--- config.mk ---
export PLATFORM = sky130hd
export DESIGN_NAME = instruction_fetch
export DESIGN_NICKNAME = d
export VERILOG_FILES = /design/src/rtl/rv_fetch_pkg.sv /design/src/rtl/fetch_queue.sv /design/src/rtl/instruction_fetch.sv
export SDC_FILE = /design/constraint.sdc
export NUM_CORES = 1
export LEC_CHECK = 0
export ABC_CLOCK_PERIOD_IN_PS = 2850
export BUFFER_PORTS_ARGS = -buffer_cell sky130_fd_sc_hd__buf_2
export CORE_MARGIN = 5
export CORE_UTILIZATION = 54
export CTS_CLUSTER_DIAMETER = 60
export DETAILED_ROUTE_END_ITERATION = 8
export MAX_ROUTING_LAYER = met4
export PLACE_DENSITY = 0.8
export SKIP_LAST_GASP = 1
export SLEW_MARGIN = 20
export SYNTH_ARGS = -nofsm -noshare
export SYNTH_HDL_FRONTEND = slang
export SYNTH_SLANG_ARGS = --single-unit
--- constraint.sdc ---
create_clock -name clk -period 2.85 [get_ports clk]
set_input_delay 0.285 -clock clk [delete_from_list [all_inputs] [get_ports clk]]
set_output_delay 0.285 -clock clk [all_outputs]
set_load 0.02 [all_outputs]
--- src/rtl/rv_fetch_pkg.sv ---
// Shared types and constants for the RV32I fetch stage.
package rv_fetch_pkg;

  localparam int unsigned INST_BYTES = 4;

  typedef struct packed {
    logic [31:0] pc;
    logic [31:0] inst;
    logic        fault;
  } fetch_entry_t;

  typedef enum logic {
    FS_RUN  = 1'b0,
    FS_HALT = 1'b1
  } fetch_state_t;

endpackage

--- src/rtl/fetch_queue.sv ---
// Small FIFO of fetch entries between fetch and decode.
// Flush wins over push/pop; push+pop together is legal when full.
module fetch_queue
  import rv_fetch_pkg::*;
#(
  parameter  int unsigned DEPTH = 2,
  localparam int unsigned AW    = $clog2(DEPTH),
  localparam int unsigned CW    = $clog2(DEPTH + 1)
) (
  input  logic         clk,
  input  logic         rst_n,
  input  logic         i_push,
  input  logic         i_pop,
  input  logic         i_flush,
  input  fetch_entry_t i_data,
  output logic [CW-1:0] o_count,
  output fetch_entry_t o_head,
  output logic         o_full,
  output logic         o_empty
);

  fetch_entry_t  r_mem [DEPTH];
  logic [AW-1:0] r_wr_ptr;
  logic [AW-1:0] r_rd_ptr;
  logic [CW-1:0] r_count;

  logic w_do_push;
  logic w_do_pop;

  assign o_full    = (r_count == CW'(DEPTH));
  assign o_empty   = (r_count == '0);
  assign w_do_pop  = i_pop && !o_empty && !i_flush;
  assign w_do_push = i_push && (!o_full || i_pop) && !i_flush;

  always_ff @(posedge clk or negedge rst_n) begin
    if (!rst_n) begin
      r_wr_ptr <= '0;
      r_rd_ptr <= '0;
      r_count  <= '0;
    end else if (i_flush) begin
      r_wr_ptr <= '0;
      r_rd_ptr <= '0;
      r_count  <= '0;
    end else begin
      if (w_do_push) r_wr_ptr <= r_wr_ptr + 1'b1;
      if (w_do_pop)  r_rd_ptr <= r_rd_ptr + 1'b1;
      case ({w_do_push, w_do_pop})
        2'b10:   r_count <= r_count + CW'(1);
        2'b01:   r_count <= r_count - CW'(1);
        default: r_count <= r_count;
      endcase
    end
  end

  // NOTE: storage is reset only because the head drives outputs that must read
  // zero out of reset; a deep FIFO would leave its RAM unreset.
  always_ff @(posedge clk or negedge rst_n) begin
    if (!rst_n) begin
      for (int i = 0; i < DEPTH; i++) r_mem[i] <= '0;
    end else if (w_do_push) begin
      r_mem[r_wr_ptr] <= i_data;
    end
  end

  assign o_head  = r_mem[r_rd_ptr];
  assign o_count = r_count;

endmodule

--- src/rtl/instruction_fetch.sv ---
// RV32I fetch stage: PC, zero-latency imem interface, fetch queue toward decode,
// execute redirects and a debug halt.
module instruction_fetch
  import rv_fetch_pkg::*;
#(
  parameter logic [31:0] RESET_PC = 32'h0000_0000,
  parameter int unsigned FQ_DEPTH = 2
) (
  input  logic        clk,
  input  logic        rst_n,
  output logic [31:0] imem_addr,
  input  logic [31:0] imem_inst,
  input  logic        redirect_valid,
  input  logic [31:0] redirect_pc,
  input  logic        halt_req,
  output logic        halted,
  output logic        out_valid,
  input  logic        out_ready,
  output logic [31:0] out_pc,
  output logic [31:0] out_inst,
  output logic        out_fault,
  output logic [31:0] fetch_count
);

  localparam int unsigned CW = $clog2(FQ_DEPTH + 1);

  fetch_state_t  r_state;
  logic [31:0]   r_pc;
  logic          r_fault;
  logic          r_halted;
  logic [31:0]   r_fetch_count;

  fetch_state_t  w_state_nxt;
  logic          w_push;
  logic          w_pop;
  logic          w_full;
  logic          w_empty;
  logic [CW-1:0] w_count;
  logic [CW-1:0] w_count_nxt;
  fetch_entry_t  w_entry;
  fetch_entry_t  w_head;

  assign imem_addr = r_pc;
  assign w_entry   = '{pc: r_pc, inst: imem_inst, fault: r_fault};
  assign out_valid = !w_empty;
  assign w_pop     = out_valid && out_ready;

  // NOTE: every output of this block is given a default first so no path
  // through the case leaves one unassigned (which would infer a latch).
  always_comb begin
    w_state_nxt = r_state;
    w_push      = 1'b0;
    case (r_state)
      FS_RUN: begin
        if (halt_req) w_state_nxt = FS_HALT;
        else          w_push      = !redirect_valid && (!w_full || w_pop);
      end
      FS_HALT: begin
        if (!halt_req) w_state_nxt = FS_RUN;
      end
    endcase
  end

  always_comb begin
    w_count_nxt = '0;
    if (!redirect_valid) w_count_nxt = w_count + CW'(w_push) - CW'(w_pop);
  end

  // NOTE: sequential state uses non-blocking assignments so every register
  // samples pre-edge values regardless of statement order.
  always_ff @(posedge clk or negedge rst_n) begin
    if (!rst_n) begin
      r_state  <= FS_RUN;
      r_pc     <= RESET_PC;
      r_fault  <= 1'b0;
      r_halted <= 1'b0;
    end else begin
      r_state  <= w_state_nxt;
      r_halted <= (w_state_nxt == FS_HALT) && (w_count_nxt == '0);
      if (redirect_valid) begin
        r_pc    <= {redirect_pc[31:2], 2'b00};
        r_fault <= |redirect_pc[1:0];
      end else if (w_push) begin
        r_pc    <= r_pc + 32'(INST_BYTES);
        r_fault <= 1'b0;
      end
    end
  end

  // A pop coinciding with a redirect was still delivered to decode, so it counts.
  always_ff @(posedge clk or negedge rst_n) begin
    if (!rst_n)     r_fetch_count <= '0;
    else if (w_pop) r_fetch_count <= r_fetch_count + 32'd1;
  end

  fetch_queue #(
    .DEPTH (FQ_DEPTH)
  ) u_queue (
    .clk     (clk),
    .rst_n   (rst_n),
    .i_push  (w_push),
    .i_pop   (w_pop),
    .i_flush (redirect_valid),
    .i_data  (w_entry),
    .o_count (w_count),
    .o_head  (w_head),
    .o_full  (w_full),
    .o_empty (w_empty)
  );

  assign out_pc      = w_head.pc;
  assign out_inst    = w_head.inst;
  assign out_fault   = w_head.fault;
  assign halted      = r_halted;
  assign fetch_count = r_fetch_count;

endmodule

# Word level (Yosys, flattened, before mapping)
# Index checks and enable logic that the tools add are counted.
# W data, S select, Z words.
[word_totals]
output_inout_bits = 131
register_bits = 201
in_bits = 69
[classes]
n_bitwise = 2
order_cmp = 3
n_eq_ne = 3
mux = 20
add_sub_neg = 8
n_reduce_logical = 19
[ops]
columns = ["operator", "count"]
rows = [
  ["$mux W65", 4],
  ["$bwmux W130", 1],
  ["$demux W65 S1", 1],
  ["$mux W32", 2],
  ["$add A32 B1 Y32 const B", 1],
  ["$add A32 B3 Y32 const B", 1],
  ["$mux W1", 9],
  ["$logic_and A1 B1 Y1", 8],
  ["$reduce_bool A2 Y1", 3],
  ["$eq A2 B2 Y1 const B", 2],
  ["$ge A2 B2 Y1 const B", 2],
  ["$logic_not A2 Y1", 2],
  ["$mux W2", 2],
  ["$not A1 Y2", 2],
  ["$pmux W2 S2", 1],
  ["$logic_not A1 Y1", 3],
  ["$reduce_bool A3 Y1", 1],
  ["$add A1 B1 Y1 const B", 2],
  ["$add A2 B1 Y2", 1],
  ["$add A2 B1 Y2 const B", 1],
  ["$eq A2 B1 Y1 const B", 1],
  ["$lt A2 B1 Y1 const B", 1],
  ["$reduce_or A2 Y1", 1],
  ["$sub A2 B1 Y2", 1],
  ["2 further kinds", 2],
]

# Longest topological paths before layout
# Gate-level depths: netlist of run 1.
[logic_depth]
word_depth = 12
depth_mapped = 9
mapped_depth_nobuf = 9

# By module
# Synthesis of run 1 repeated with hierarchy kept, for this count alone.
[hier_totals]
hier_cells = 730
hier_area_um2 = 9387.8
[by_module_without_submodules]
columns = ["mod", "n_inst", "cells_per_inst", "seq_area_each_um2", "area_per_inst_um2"]
rows = [
  ["fetch_queue", 1, 373, 3353.2, 5963.2],
  ["instruction_fetch", 1, 357, 1626.6, 3424.5],
]

# Worst setup path after synthesis of run 1
# No wires, ideal clock.
[synth_timing]
path_type = "register to register"
from = "reg u_queue.r_count[1], in the netlist u_queue.o_count[1]"
to = "reg r_halted, in the netlist halted"
path_stages_with_launch = 10
path_buffers = 0
synth_period_minus_slack_ns = 1.968
required_ns = 2.731
arrival_time_ns = 1.849
setup_slack_ns = 0.882
path_cell_list = "dfrtp_1 nor3b_4 nor3_4 nand2_1 ha_1 inv_1 ha_1 xnor2_1 o21ai_0 and2_1"
[synth_between]
elab_chain_len = 12
elab_cells_between_ends = 14
classes_between = "add/sub: 2; eq/ne: 1; mux: 3; reduce/logical: 8"
[synth_rtl]
columns = ["element", "line_no", "rtl"]
rows = [
  ["from (decl)", "fetch_queue.sv:25", "logic [CW-1:0] r_count;"],
  ["from (signal assigned)", "fetch_queue.sv:48", "2'b10: r_count <= r_count + CW'(1);"],
  ["from (signal assigned)", "fetch_queue.sv:49", "2'b01: r_count <= r_count - CW'(1);"],
  ["from (signal assigned)", "fetch_queue.sv:50", "default: r_count <= r_count;"],
  ["$logic_not A2 Y1", "fetch_queue.sv:31", "assign o_empty = (r_count == '0);"],
  ["$logic_not A1 Y1", "instruction_fetch.sv:45", "assign out_valid = !w_empty;"],
  ["$logic_and A1 B1 Y1", "instruction_fetch.sv:46", "assign w_pop = out_valid && out_ready;"],
  ["$logic_or A1 B1 Y1", "instruction_fetch.sv:56", "else w_push = !redirect_valid && (!w_full || w_pop);"],
  ["$logic_and A1 B1 Y1", "instruction_fetch.sv:56", ""],
  ["$mux W1", "instruction_fetch.sv:55", "if (halt_req) w_state_nxt = FS_HALT;"],
  ["$mux W1", "instruction_fetch.sv:53", "case (r_state)"],
  ["$add A2 B1 Y2", "instruction_fetch.sv:66", "if (!redirect_valid) w_count_nxt = w_count + CW'(w_push) - CW'(w_pop);"],
  ["$sub A2 B1 Y2 (*)", "instruction_fetch.sv:66", ""],
  ["$mux W2 (*)", "instruction_fetch.sv:66", ""],
  ["$logic_not A2 Y1 (*)", "instruction_fetch.sv:79", "r_halted <= (w_state_nxt == FS_HALT) && (w_count_nxt == '0);"],
  ["$logic_and A1 B1 Y1 (*)", "instruction_fetch.sv:79", ""],
  ["to (signal assigned)", "instruction_fetch.sv:79", ""],
  ["to (decl)", "instruction_fetch.sv:30", "logic r_halted;"],
]
# Mark *: on every way between the ends. The rest lies on a longest branch, timed or not.
# A chain may end at the register's enable or synchronous reset.

# Final worst setup path of run 1
[layout_timing]
from = "reg u_queue.r_count[1], in the netlist u_queue.o_count[1]"
to = "reg u_queue.r_mem[77] in the netlist's numbering"
[layout_between]
elab_chain_len = 9
elab_cells_between_ends = 11
classes_between = "eq/ne: 1; mux: 2; reduce/logical: 8"
[layout_rtl]
columns = ["element", "line_no", "rtl"]
rows = [
  ["$logic_not A2 Y1", "fetch_queue.sv:31", ""],
  ["$logic_not A1 Y1", "instruction_fetch.sv:45", ""],
  ["$logic_and A1 B1 Y1", "instruction_fetch.sv:46", ""],
  ["$logic_or A1 B1 Y1 (*)", "fetch_queue.sv:33, instruction_fetch.sv:56", ""],
  ["$logic_and A1 B1 Y1", "instruction_fetch.sv:56", ""],
  ["$mux W1", "instruction_fetch.sv:55", ""],
  ["$mux W1", "instruction_fetch.sv:53", ""],
  ["$logic_and A1 B1 Y1 (*) (2 in a row)", "fetch_queue.sv:33", "assign w_do_push = i_push && (!o_full || i_pop) && !i_flush;"],
  ["to (signal, indexed assignment)", "fetch_queue.sv:61", "r_mem[r_wr_ptr] <= i_data;"],
  ["to (decl)", "fetch_queue.sv:22", "fetch_entry_t r_mem [DEPTH];"],
]
# Marks and branches as above.

==> key figures, run 1 <==
Run status
  • Status: finished, final reports clean

Floorplanning
  • Site row count: 46
  • Die width: 138 um
  • Floorplan core area: 16,000 um2
  • Ports: 200
  • Initial Util: 55.4%
  • DIE AREA: 19,100 um2
  • Die height: 138 um

Clock tree
  • CTS clock-pin slew for the worst setup and hold paths: 0.07 ns
  • CTS tree: done
  • Clk_lat worst skew: 0.43 ns
  • H-tree levels: 4
  • Max Root-Sink Buffers: 2
  • Total of cells resized after clock tree synthesis: 0
  • Cts bufs inserted: 17
  • Hold buffers post-CTS: 1
  • # Post-CTS Setup Buffers: 0
  • CTS root buf: clkbuf_16
  • Clock sinks: 195

Drt
  • Via count: 6,002
  • Initial DRC count: 379
  • Final ANT Viol Nets: 0
  • Final WL: 19,700 um
  • Routed vias/inst: 5.42
  • Drt drc: 0
  • Wire per inst: 17.8 um
  • DRT Pass-1 Iters: 4

GRT
  • Number of global-route vias before repair: 6,253
  • Total GRT Usage: 21.5%
  • Initial antenna violation count: 1
  • Largest net degree at the start of global routing: 76
  • GRT overflow: 0
  • First-pass GRT wire length: 32,800 um

STA
  • Unrepaired setup endpoints after global routing: no
  • Setup TNS: 0 ns
  • Hold Vio Cnt, Final: 0
  • Min cycle time layout: 2.25 ns
  • Worst hold slack: 0.0515 ns
  • Worst Tran Pin Value: 0.855 ns
  • Final-report setup violation count: 0
  • Slew HR: 42.5%
  • F_max: 0.445 GHz
  • Fin. max-slew vios: 0
  • Clock skew: 0.0134 ns
  • Fin crit share: 78.9%

Hold path
  • Hold depth: 3
  • HP Class: in2reg

Yosys
  • Ys async rst share: 100%
  • Yosys reg bits: 195
  • Synthesized area: 8860 um2
  • Yosys warning count: 0
  • Mean Syn Cell Area: 13.2 um2
  • Post-synth cell types: 41
  • Post-synthesis cell count: 674
  • Top FF cell, synth: dfrtp_1
  • Post-synth EDFFs: 0
  • Sequential element share of the synthesized area: 55.1%

Setup path
  • Worst-path fanout max: 39
  • Slowest-stage cell, CP: dfrtp_1
  • Worst-path cell chain: nor3b_4 > nor3_4 > nand2_1 > nor2_4 > buf_12 > mux2_2
  • Startpoint types: register
  • FF-to-FF path depth: 6
  • CP Data Arrival Time: 2.56 ns
  • Worst Setup Path Type: reg2reg
  • Max stage delay on crit path: 0.45 ns
  • Critical Path End Type: register
  • Req. time, crit path: 3.16 ns

Power
  • Internal power consumption: 5.67 mW
  • Share of power burned in the clock network: 29.5%
  • Pwr dens: 759 nW/um2
  • Switching pwr: 2.48 mW
  • Comb power frac: 25.2%
  • Sw frac: 30.4%
  • Part of the power in registers: 45.3%
  • Leakage power: 5.03 nW
  • Worst vdd rail ir drop: 0.463 mV

Placed design
  • PortBufs: 195
  • Placed insts: 1,074
  • Gpl congestion: 0.818
  • DP Wirelength: 13,800 um

Cells and area
  • Non-filler cells, final: 1,108
  • Nets: 951
  • Final core occ: 67.1%
  • Share of layout cells above drive strength 1: 49.5%
  • Commonest non-fill, non-tap cells in the layout: 194 x dfrtp_1, 194 x buf_2, 186 x mux2_2, 46 x nand2_1, 39 x xnor2_1
  • P&R area growth vs syn: 21.2%

Flow run
  • Max cap viols: 0
[path summary, 6_finish.rpt]
kind / start / slack, ns / end
worst min register to register: fetch_count[31] / 0.48 / fetch_count[31]
worst min-delay path: redirect_pc[19] / 0.05 / imem_addr[19]
min in group asynchronous: rst_n / 0.43 / u_queue.r_mem[30]
max in group asynchronous: rst_n / 1.55 / fetch_count[12]
worst max-delay path: u_queue.o_count[1] / 0.60 / u_queue.r_mem[77]
worst max register to register: u_queue.o_count[1] / 0.60 / u_queue.r_mem[77]
[registers in the layout, summed over array words and instances, names as in the netlist]
| signal | count |
|---|---|
| fetch_count | 32 |
| halted | 1 |
| imem_addr | 30 |
| r_fault | 1 |
| r_state | 1 |
| u_queue.o_count | 2 |
| u_queue.r_mem | 126 |
| u_queue.r_rd_ptr | 1 |
| u_queue.r_wr_ptr | 1 |
[worst max-delay path: cells and delay by family (launching register included)]
family,cells,cell delay [ns]
AND/OR/NAND/NOR,4,0.98
flip-flops,1,0.45
multiplexers,1,0.38
buffers and inverters,1,0.27
[power by group through the flow]
| stage | Clock [mW] | Combinational, mW | Sequential [mW] |
|---|---|---|---|
| finish | 2.41 | 2.05 | 3.69 |
| global route | 2.55 | 2.21 | 3.76 |
| CTS | 2.45 | 2.08 | 3.69 |
| detailed placement | 0 | 2.06 | 3.73 |
| global placement | 0 | 2.02 | 3.71 |
| floorplan | 0 | 1.37 | 3.71 |
[Yosys cell counts (all sizes together) (2+ instances only)]
cell type / number / area [um2]
nand4: 24 / 178
nor2: 13 / 56.3
inv: 2 / 7.51
nor3: 12 / 81.3
and2: 5 / 31.3
dfrtp: 195 / 4880
nor4: 4 / 40.0
and4: 4 / 35.0
a21oi: 4 / 20.0
clkbuf: 14 / 52.6
o21ai: 29 / 145
buf: 17 / 110
mux2i: 2 / 20.0
xnor2: 39 / 342
nand2: 46 / 173
ha: 4 / 50.1
mux2: 191 / 2150
xor2: 25 / 219
and3: 9 / 56.3
nand3: 24 / 125
[metrics by stage]
step                area, um2  power [mW]  setup WS, ns
global placement        10100        5.73         0.649
global route            10700        8.53         0.475
floorplan                8870        5.09         0.882
CTS                     10700        8.22         0.605
detailed placement      10100        5.79         0.612
finish                  10700        8.15         0.602
[layout make-up]
cell class	instances	area, um2
clock buffers	20	457
inverters	3	11.3
flip-flops and latches	195	4880
well taps	216	270
clock inverters	12	144
diodes	1	2.50
multi-input cells	448	3830
repair buffers	213	1150
fillers	1235	5260
[kinds of logic after synthesis]
family                   Yosys count  synth area share [%]
multiplexers                     193                  24.5
other                              1                0.0423
flip-flops                       195                  55.1
XOR/XNOR                          64                  6.32
AND/OR/NAND/NOR                  147                  9.42
AO/OA/AOI/OAI                     36                  2.15
adder cells (fa/ha/maj)            4                 0.565
buffers and inverters             34                  1.96
[per-layer routing]
metal | GRT usage [%] | routed length [um] | vias to the layer above
li1 | - | - | 2801
met1 | 28.7 | 8950 | 2993
met2 | 32.9 | 9380 | 177
met3 | 4.59 | 975 | 31
met4 | 7.23 | 431 | 0
met5 | - | 0 | -
No activity file was read; power rests on OpenSTA's default activity.
==> run 2, diff against run 1 <==
--- a/config.mk
+++ b/config.mk
@@ -5,7 +5,7 @@
 export SDC_FILE = /design/constraint.sdc
 export NUM_CORES = 1
 export LEC_CHECK = 0
-export ABC_CLOCK_PERIOD_IN_PS = 2850
+export ABC_CLOCK_PERIOD_IN_PS = 2100
 export BUFFER_PORTS_ARGS = -buffer_cell sky130_fd_sc_hd__buf_2
 export CORE_MARGIN = 5
 export CORE_UTILIZATION = 54
==> constraint.sdc (replaced) <==
create_clock -name clk -period 2.1 [get_ports clk]
set_input_delay 0.21 -clock clk [delete_from_list [all_inputs] [get_ports clk]]
set_output_delay 0.21 -clock clk [all_outputs]
set_load 0.02 [all_outputs]
==> key figures, run 2 (same netlist as run 1, synthesis figures left out) <==
Floorplanning
  • Floorplan core area: 16,000 um2
  • Initial Util: 55.4%
  • Die height: 138 um
  • Ports: 200
  • DIE AREA: 19,100 um2
  • Die width: 138 um
  • Site row count: 46

STA
  • Slew HR: 60.7%
  • Hold Vio Cnt, Final: 0
  • Unrepaired setup endpoints after global routing: no
  • Worst hold slack: 0.0157 ns
  • Min cycle time layout: 1.91 ns
  • Setup TNS: 0 ns
  • Final-report setup violation count: 0
  • Fin crit share: 90.9%
  • Clock skew: 0.00847 ns
  • Worst Tran Pin Value: 0.589 ns
  • Fin. max-slew vios: 0
  • F_max: 0.524 GHz
  • Setup ws final: 0.191 ns

Power
  • Leakage power: 5.22 nW
  • Overall power: 11.3 mW
  • Worst vdd rail ir drop: 0.660 mV
  • Pwr dens: 1010 nW/um2

GRT
  • Number of global-route vias before repair: 6,508
  • Initial antenna violation count: 0
  • GRT overflow: 0
  • First-pass GRT wire length: 33,900 um
  • Total GRT Usage: 22.2%
  • Largest net degree at the start of global routing: 71

Clock tree
  • Max Root-Sink Buffers: 2
  • CTS tree: done
  • Clk_lat worst skew: 0.42 ns
  • CTS clock-pin slew for the worst setup and hold paths: 0.07 ns
  • Cts bufs inserted: 17
  • Clock sinks: 195
  • H-tree levels: 4
  • CTS root buf: clkbuf_16

Cells and area
  • Nets: 984
  • P&R area growth vs syn: 25.3%
  • Layout fillers: 1,156
  • Commonest non-fill, non-tap cells in the layout: 194 x dfrtp_1, 194 x buf_2, 186 x mux2_2, 45 x nand2_1, 39 x xnor2_1
  • # diodes: 0
  • Reg with most FFs: u_queue.r_mem
  • Share of layout cells above drive strength 1: 50.0%
  • Largest register FFs: 126

Placed design
  • DP Wirelength: 14,300 um
  • PortBufs: 195
  • Gpl congestion: 0.839
  • Worst slack, placed: 0.176 ns

Drt
  • DRT Pass-1 Iters: 4
  • Wire per inst: 17.8 um
  • Final WL: 20,300 um
  • Drt drc: 0
  • Final ANT Viol Nets: 0
  • Initial DRC count: 264
  • Routed vias/inst: 5.40
  • Via count: 6,158

Hold path
  • HP Class: in2reg
  • Hold path startpoint: redirect_pc[10]

Setup path
  • Worst Setup Path Type: reg2reg
  • Startpoint types: register
  • Req. time, crit path: 2.41 ns
  • Crit path launch: u_queue.o_count[0]
  • Critical Path End Type: register
  • CP Data Arrival Time: 2.22 ns
  • Worst r2r src: u_queue.o_count[0]
  • Worst-path fanout max: 7

Flow run
  • Max cap viols: 0

Run status
  • Status: finished, final reports clean
==> run 2: cell count changes in the layout (fill, tap and decap cells not counted), sizes merged, moves of 2 or more <==
cell,change
buf,+20
bufinv,+2
dlygate4sd3,+13
inv,-3
==> run 2: final timing paths <==
kind	cells past startpoint	endpoint	slack [ns]
setup / recovery	6	fetch_count[15]	0.19
hold / removal	3	imem_addr[10]	0.02
setup reg to reg	6	fetch_count[15]	0.19
hold reg to reg	1	fetch_count[31]	0.47
max in group asynchronous	3	u_queue.r_mem[3]	1.07
min in group asynchronous	2	u_queue.r_mem[30]	0.35
==> run 2: what timing repair did <==
item | in CTS | in global routing
hold buffers | 14 | 0
endpoints found under the setup margin | 0 | 1
buffers inserted | 0 | 0
endpoints found under the hold margin | 77 | 0
gates resized for setup | 0 | 1
==> run 2: layout make-up <==
class / count / area [um2] / area share, %
clock buffer: 19 / 443 / 3.99
clock inverter: 13 / 183 / 1.64
inverter: 3 / 11.3 / 0.101
multi-input combinational: 448 / 3830 / 34.5
sequential: 195 / 4880 / 43.9
tap: 216 / 270 / 2.43
timing repair buffer: 246 / 1490 / 13.4
==> run 2: where the power goes <==
group | total [mW] | internal (mW) | switching, mW | leakage (nW)
logic | 2.88 | 1.39 | 1.49 | 2.49
clock network | 3.42 | 2.03 | 1.40 | 0.295
registers | 4.97 | 4.52 | 0.450 | 2.44
==> run 2: critical path: stages (launching register included) <==
cell and delay (ns):
dfrtp_1 0.51, o21a_1 0.33, buf_4 0.20, nand3_1 0.12, nor3_1 0.34, nand4_1 0.17, xnor2_1 0.15
==> run 2: layer usage <==
| layer | track usage (%) | share of wire, % | vias to the layer above |
|---|---|---|---|
| li1 | - | - | 2868 |
| met1 | 29.0 | 44 | 3103 |
| met2 | 34.8 | 49 | 166 |
| met3 | 4.97 | 5.3 | 21 |
| met4 | 7.44 | 1.8 | 0 |
| met5 | - | 0 | - |
==> run 2: through the flow <==
step,std cells,cell area (um2),util (%)
2_1_floorplan,677,8870,-
3_3_place_gp,1094,10300,64.6
3_5_place_dp,1094,10300,64.6
4_1_cts,1140,11100,69.4
5_1_grt,1140,11100,69.4
6_report,1140,11100,69.4
